### src/rtl/bounce_gen.sv
// Switch bounce emulator. It turns a clean level command into a burst of LFSR-spaced
// toggles and then holds the commanded level for a settle window.
module bounce_gen #(
  parameter int          NB      = 6,
  parameter int          IW      = 8,
  parameter int          MIN_GAP = 4,
  parameter int          SETTLE  = 16,
  parameter logic [15:0] SEED    = 16'hACE1
) (
  input  logic       clk,
  input  logic       reset,
  input  logic       en,
  input  logic       level_in,
  output logic       sw_out,
  output logic       busy,
  output logic       settle_tick,
  output logic [7:0] toggle_cnt
);

  localparam logic [15:0] SEED_EFF   = (SEED == 16'h0000) ? 16'h0001 : SEED;
  localparam logic [15:0] IW_MASK    = 16'((32'd1 << IW) - 32'd1);
  localparam logic [15:0] MIN_GAP_16 = 16'(MIN_GAP);
  localparam logic [15:0] SETTLE_16  = 16'(SETTLE);
  localparam logic [7:0]  LAST_CNT   = 8'(2 * NB + 1);

  typedef enum logic [1:0] {STABLE, BOUNCE, HOLD} state_t;

  state_t      state_q, state_d;
  logic        sw_q, sw_d;
  logic        target_q, target_d;
  logic        busy_q, busy_d;
  logic        tick_q, tick_d;
  logic [7:0]  cnt_q, cnt_d;
  logic [15:0] lfsr_q, lfsr_d;
  logic [15:0] gap_cnt_q, gap_cnt_d;
  logic [15:0] gap;
  logic [15:0] lfsr_next;

  always_comb begin
    gap       = MIN_GAP_16 + (lfsr_q & IW_MASK);
    // Galois step: shift right, fold the mask in when a one falls off the end.
    lfsr_next = {1'b0, lfsr_q[15:1]} ^ (lfsr_q[0] ? 16'hB400 : 16'h0000);

    state_d   = state_q;
    sw_d      = sw_q;
    target_d  = target_q;
    busy_d    = busy_q;
    tick_d    = 1'b0;
    cnt_d     = cnt_q;
    lfsr_d    = lfsr_q;
    gap_cnt_d = gap_cnt_q;

    case (state_q)
      STABLE: begin
        if (en && (level_in != sw_q)) begin
          sw_d     = level_in;
          target_d = level_in;
          cnt_d    = 8'd1;
          busy_d   = 1'b1;
          if (NB > 0) begin
            gap_cnt_d = gap;
            lfsr_d    = lfsr_next;
            state_d   = BOUNCE;
          end else begin
            gap_cnt_d = SETTLE_16;
            state_d   = HOLD;
          end
        end
      end
      BOUNCE: begin
        if (gap_cnt_q == 16'd1) begin
          sw_d  = ~sw_q;
          cnt_d = cnt_q + 8'd1;
          // The final toggle lands on the target; no further gap is drawn.
          if ((cnt_d == LAST_CNT) && (sw_d == target_q)) begin
            gap_cnt_d = SETTLE_16;
            state_d   = HOLD;
          end else begin
            gap_cnt_d = gap;
            lfsr_d    = lfsr_next;
          end
        end else begin
          gap_cnt_d = gap_cnt_q - 16'd1;
        end
      end
      HOLD: begin
        if (gap_cnt_q == 16'd1) begin
          tick_d  = 1'b1;
          busy_d  = 1'b0;
          state_d = STABLE;
        end else begin
          gap_cnt_d = gap_cnt_q - 16'd1;
        end
      end
      default: state_d = STABLE;
    endcase
  end

  always_ff @(posedge clk) begin
    if (reset) begin
      state_q   <= STABLE;
      sw_q      <= 1'b0;
      target_q  <= 1'b0;
      busy_q    <= 1'b0;
      tick_q    <= 1'b0;
      cnt_q     <= 8'd0;
      lfsr_q    <= SEED_EFF;
      gap_cnt_q <= 16'd0;
    end else begin
      state_q   <= state_d;
      sw_q      <= sw_d;
      target_q  <= target_d;
      busy_q    <= busy_d;
      tick_q    <= tick_d;
      cnt_q     <= cnt_d;
      lfsr_q    <= lfsr_d;
      gap_cnt_q <= gap_cnt_d;
    end
  end

  assign sw_out      = sw_q;
  assign busy        = busy_q;
  assign settle_tick = tick_q;
  assign toggle_cnt  = cnt_q;

endmodule
### config.mk
export PLATFORM = sky130hd
export DESIGN_NAME = bounce_gen
export DESIGN_NICKNAME = d
export VERILOG_FILES = /design/src/rtl/bounce_gen.sv
export SDC_FILE = /design/constraint.sdc
export NUM_CORES = 1
export LEC_CHECK = 0
export ABC_AREA = 1
export BUFFER_PORTS_ARGS = -buffer_cell sky130_fd_sc_hd__buf_4
export CORE_MARGIN = 2
export CORE_UTILIZATION = 40
export DETAILED_ROUTE_END_ITERATION = 6
export PLACE_DENSITY_LB_ADDON = 0.1
export SKIP_LAST_GASP = 1
export SLEW_MARGIN = 20
export SYNTH_ARGS = -nofsm -noshare
export SYNTH_HDL_FRONTEND = slang
export SYNTH_SLANG_ARGS = --single-unit
export TNS_END_PERCENT = 50
### constraint.sdc
create_clock -name clk -period 2.49 [get_ports clk]
set_clock_uncertainty 0.05 [all_clocks]
set_input_delay 0.498 -clock clk [delete_from_list [all_inputs] [get_ports clk]]
set_output_delay 0.498 -clock clk [all_outputs]
set_load 0.03 [all_outputs]
* Yosys cells after proc, flatten, opt, wreduce, memory -nomap -nowiden
Cells that the tools add are included. Widths: inputs -> output; s select.
Word-level totals: output and inout bits 11, register bits after elaboration 46, input port bits 4, word-level logic and storage cells 64
Cells by class: muxes and demuxes 25, equality and inequality tests 12, add/sub/neg operators 3, reduce and logical (&&, ||, !) cells 13, bitwise gates (word level) 3
Operators by type and width (number):
- $mux 16 | 7
- $pmux 16 s3 | 1
- $pmux 16 s2 | 1
- $eq 16x1->1 const B | 1
- $mux 8 | 2
- $pmux 8 s2 | 1
- $sub 16x1->16 const B | 1
- $xor 15x16->16 | 1
- $ne 2x2->1 const B | 6
- $add 3x8->9 const A | 1
- $mux 9 | 1
- $reduce_and 3->1 | 3
- $add 8x1->8 const B | 1
- $eq 8x4->1 const B | 1
- $mux 2 | 4
- $reduce_and 4->1 | 2
- $pmux 2 s3 | 1
- $mux 1 | 5
- $pmux 1 s2 | 2
- $reduce_bool 2->1 | 2
- $reduce_bool 3->1 | 1
- $eq 2x1->1 const B | 1
- $eq 2x2->1 const B | 1
- $logic_and 1x1->1 | 2
- 6 further kinds | 7

* Longest topological paths before layout
word-level depth 6, depth in mapped cells 14

* Worst setup path after synthesis
No wires, ideal clock.
kind register to register, start register cnt_q[1], in the netlist toggle_cnt[1], end register lfsr_q[10], arrival 1.870 ns, path buffers 1, stages on the path, launching flop included 12, slack 0.428 ns, period minus slack after synthesis 2.062 ns, cell sequence dfxtp_1 -> ha_1 -> nand3_1 -> nand2_1 -> nand2_1 -> nor2_1 -> nand3_1 -> nor2_2 -> nand2_2 -> nand2_4 -> buf_6 -> o211ai_2
Between the ends: cells in the longest elaborated chain, start to end 5
Ends and longest elaborated chain:
- start: declaration | RTL line 33 | logic [7:0] cnt_q, cnt_d;
- start signal: assignment | RTL line 115 | cnt_q <= cnt_d;
- $add 8x1->8 | RTL line 73 | cnt_d = cnt_q + 8'd1;
- $eq 8x4->1 | RTL line 75 | if ((cnt_d == LAST_CNT) && (sw_d == target_q)) begin
- $logic_and 1x1->1 | RTL line 75
- $ne 2x2->1 (no line)
- $reduce_and 4->1 (no line)
- end signal: assignment | RTL line 116 | lfsr_q <= lfsr_d;
- end: declaration | RTL line 34 | logic [15:0] lfsr_q, lfsr_d;
No other way between the ends. A chain may end at the register's enable or synchronous reset.

* Final worst setup path
start register cnt_q[1], in the netlist toggle_cnt[1], end register lfsr_q[12]
Same word-level chain as after synthesis.

==> results.toml <==
[synth]
synth-xor-area-share = 0.0449
synth_top_family_by_area = "simple AND/OR/NAND/NOR gates"
synth_adder_area_share = 0.0412
synth.mux.area_fraction = 0
syn_area_sq_mm = 0.00273
synthCells = 388
synth_top_cells_by_count = "80 x nand2_1, 52 x nor2_1, 46 x dfxtp_1, 40 x inv_1, 32 x a21oi_1"
synth_top_area_share = 0.337
ys_ff_latch = 46
synth_most_common_cell = "nand2_1"
synthFlopType = "dfxtp_1"
syn_area_per_cell_sq_um = 7.05
yosys-top-cells-area = "dfxtp_1 34%, nand2_1 11%, nor2_1 7.1%"
async_flop_share = 0
yosysTopAreaCell = "dfxtp_1"
syn_nets = 401
seq_area_frac_synth = 0.337
synth_simple_gate_area_frac = 0.335
synth_edf_count = 0
synth_cell_types = 35
synth_warnings = 0
synth_compound_area_frac = 0.162

[grt]
antenna_found_initial = 0
grt_pass1_vias = 2188
grt_max_degree = 29
grt_overflow = 0
grt_pass1_wl_microns = 10100
track_usage = 0.168

[flow_run]
maxCapViolCount = 0

[clocking]
cts_tree = "built"
cts-buffers-inserted = 5
postCtsHoldBufs = 0
postCtsSetupBuffers = 0
cts.sinks = 46
clk_pin_slew_worst_paths_ns = 0.09
clockBufferDepth = 2
htreeDepth = 2
cts_resized = 0
clkLatencyLatePin_ns = 0.30
cts.root.buffer_cell = "clkbuf_8"

[sta]
worst_slew_pin_slew_ns = 0.675
grt_setup_unrepaired = "no"
setup_ws_ns = 0.355
min_period_ns = 2.14
hold_viol_final = 0
hold-worst-slack_ns = 0.419
tns_ns = 0
slew_headroom = 0.550
finalSetupViolCount = 0
min_period_over_period = 0.857
fmax_mhz = 468
slew_violations = 0

[worst_hold_path]
min_path_type = "flop to flop"
holdPathStages = 2

[finish]
area_growth_pct = 11.5
fin_area_sq_mm = 0.00305
antenna_cells = 0
num-nets-final = 414
layout-drive-gt1-share = 0.169

[setup_path]
cp.arrival_ns = 2.32
end_kind = "flop"
reg2regPathDepth = 11
worst_ep_required_time_ns = 2.68
setup.worst_path.class = "flop to flop"
critical_path_peak_fanout = 28
critPathLaunchType = "flop"

[floorplanning]
dieHeight_microns = 86.7
dieArea_sq_mm = 0.00751
initial_core_util = 0.407
io_pins = 15
core_area_sq_mm = 0.00672
fp-row-count = 30
dieWidth_microns = 86.7

[drt]
postRouteWirelength_microns = 5830
via_per_inst = 4.91
routed-wl-met3_microns = 178
drtPass1Iterations = 4
wl_met1_microns = 2880
drcViolationCount = 0
drtIter0Drc = 78
dr_total_vias = 2369
route.met2.wl_microns = 2690
dr.max_layer_used = "met4"
post_drt_wl_per_cell_microns = 12.1
ant_nets = 0

[placed_design]
placed_area_sq_mm = 0.00290
port_buffers = 14
dp_hpwl_microns = 4360
gp_congestion = 0.829
pre_cts_ws_ns = 0.274

[pwr]
power_mw = 4.35
power.density_mw_per_mm2 = 1430
p_leak_nw = 1.31
vdd_ir_drop_max_mv = 0.423

[run_status]
status = "finished clean"
==> area by class of cell <==
type / count / area [sq um]
clock buffer: 6 / 82.6
sequential: 46 / 921
timing repair buffer: 16 / 120
inverter: 44 / 165
multi-input combinational: 288 / 1600
tap: 80 / 100
clock inverter: 2 / 60.1
fill: 704 / 3670
==> power by group <==
group / switching [mW] / internal, mW / leakage, nW
clock network: 0.262 / 0.428 / 0.0714
registers: 0.251 / 0.987 / 0.377
logic: 1.56 / 0.861 / 0.864
==> path summary, 6_finish.rpt <==
path / startpoint / to / slack [ns]
worst max-delay path: toggle_cnt[1] / lfsr_q[12] / 0.35
worst min-delay path: lfsr_q[9] / lfsr_q[9] / 0.42
worst max register to register: toggle_cnt[1] / lfsr_q[12] / 0.35
worst min register to register: lfsr_q[9] / lfsr_q[9] / 0.42
==> layer usage <==
layer | vias up | global-route usage
met1 | 1050 | 0.223
met5 | - | 0
met4 | 0 | 0.0469
li1 | 1275 | -
met2 | 34 | 0.274
met3 | 10 | 0.0400
==> flip-flops by register name, summed over array words and instances, names as in the netlist <==
name	cells
state_q	2
lfsr_q	16
gap_cnt_q	16
sw_out	1
busy	1
settle_tick	1
target_q	1
toggle_cnt	8
==> stage by stage <==
stage	utilization	instances
6_report	0.454	482
5_1_grt	0.454	482
4_1_cts	0.453	482
3_5_place_dp	0.431	474
3_3_place_gp	0.431	474
2_1_floorplan	-	388
==> cell families (layout without fill, tap and decap cells) <==
family / Yosys count / after routing
AOI/OAI and AO/OA: 69 / 69
xor gates and xnor gates: 14 / 14
DFF: 46 / 46
adders and majority gates: 9 / 9
buffers and inverters: 54 / 68
and+or+nand+nor: 196 / 196
==> placed cells by master, fill, tap and decap left out, types with 2 or more instances in the layout <==
cell type / synthesis / layout
nand4_1: 4 / 4
bufinv_16: 0 / 2
nor2_2: 4 / 4
a21oi_2: 5 / 5
o211ai_2: 8 / 8
xor2_1: 10 / 10
buf_4: 0 / 16
o21ai_1: 2 / 2
nand2_1: 80 / 80
inv_1: 40 / 40
nand2_2: 13 / 13
nor2_4: 3 / 3
inv_2: 3 / 3
dfxtp_1: 46 / 46
a21oi_1: 32 / 32
nand2_4: 3 / 2
nor3b_1: 2 / 2
a31oi_1: 3 / 3
ha_1: 9 / 9
nand3b_1: 2 / 2
nand3_1: 21 / 21
o21ai_0: 17 / 17
nor2_1: 52 / 52
nor3_1: 7 / 7
xnor2_1: 4 / 4
clkbuf_8: 0 / 6
==> critical path, cell delays in order (launching register included) <==
cell and delay, ns:
dfxtp_1 0.45, ha_1 0.25, nand3_1 0.13, nand2_1 0.09
nand2_1 0.07, nor2_1 0.12, nand3_1 0.10, nor2_2 0.14
nand2_2 0.14, nand2_8 0.23, o21ai_0 0.14, a21oi_2 0.14
(Power assumes the default switching activity.)
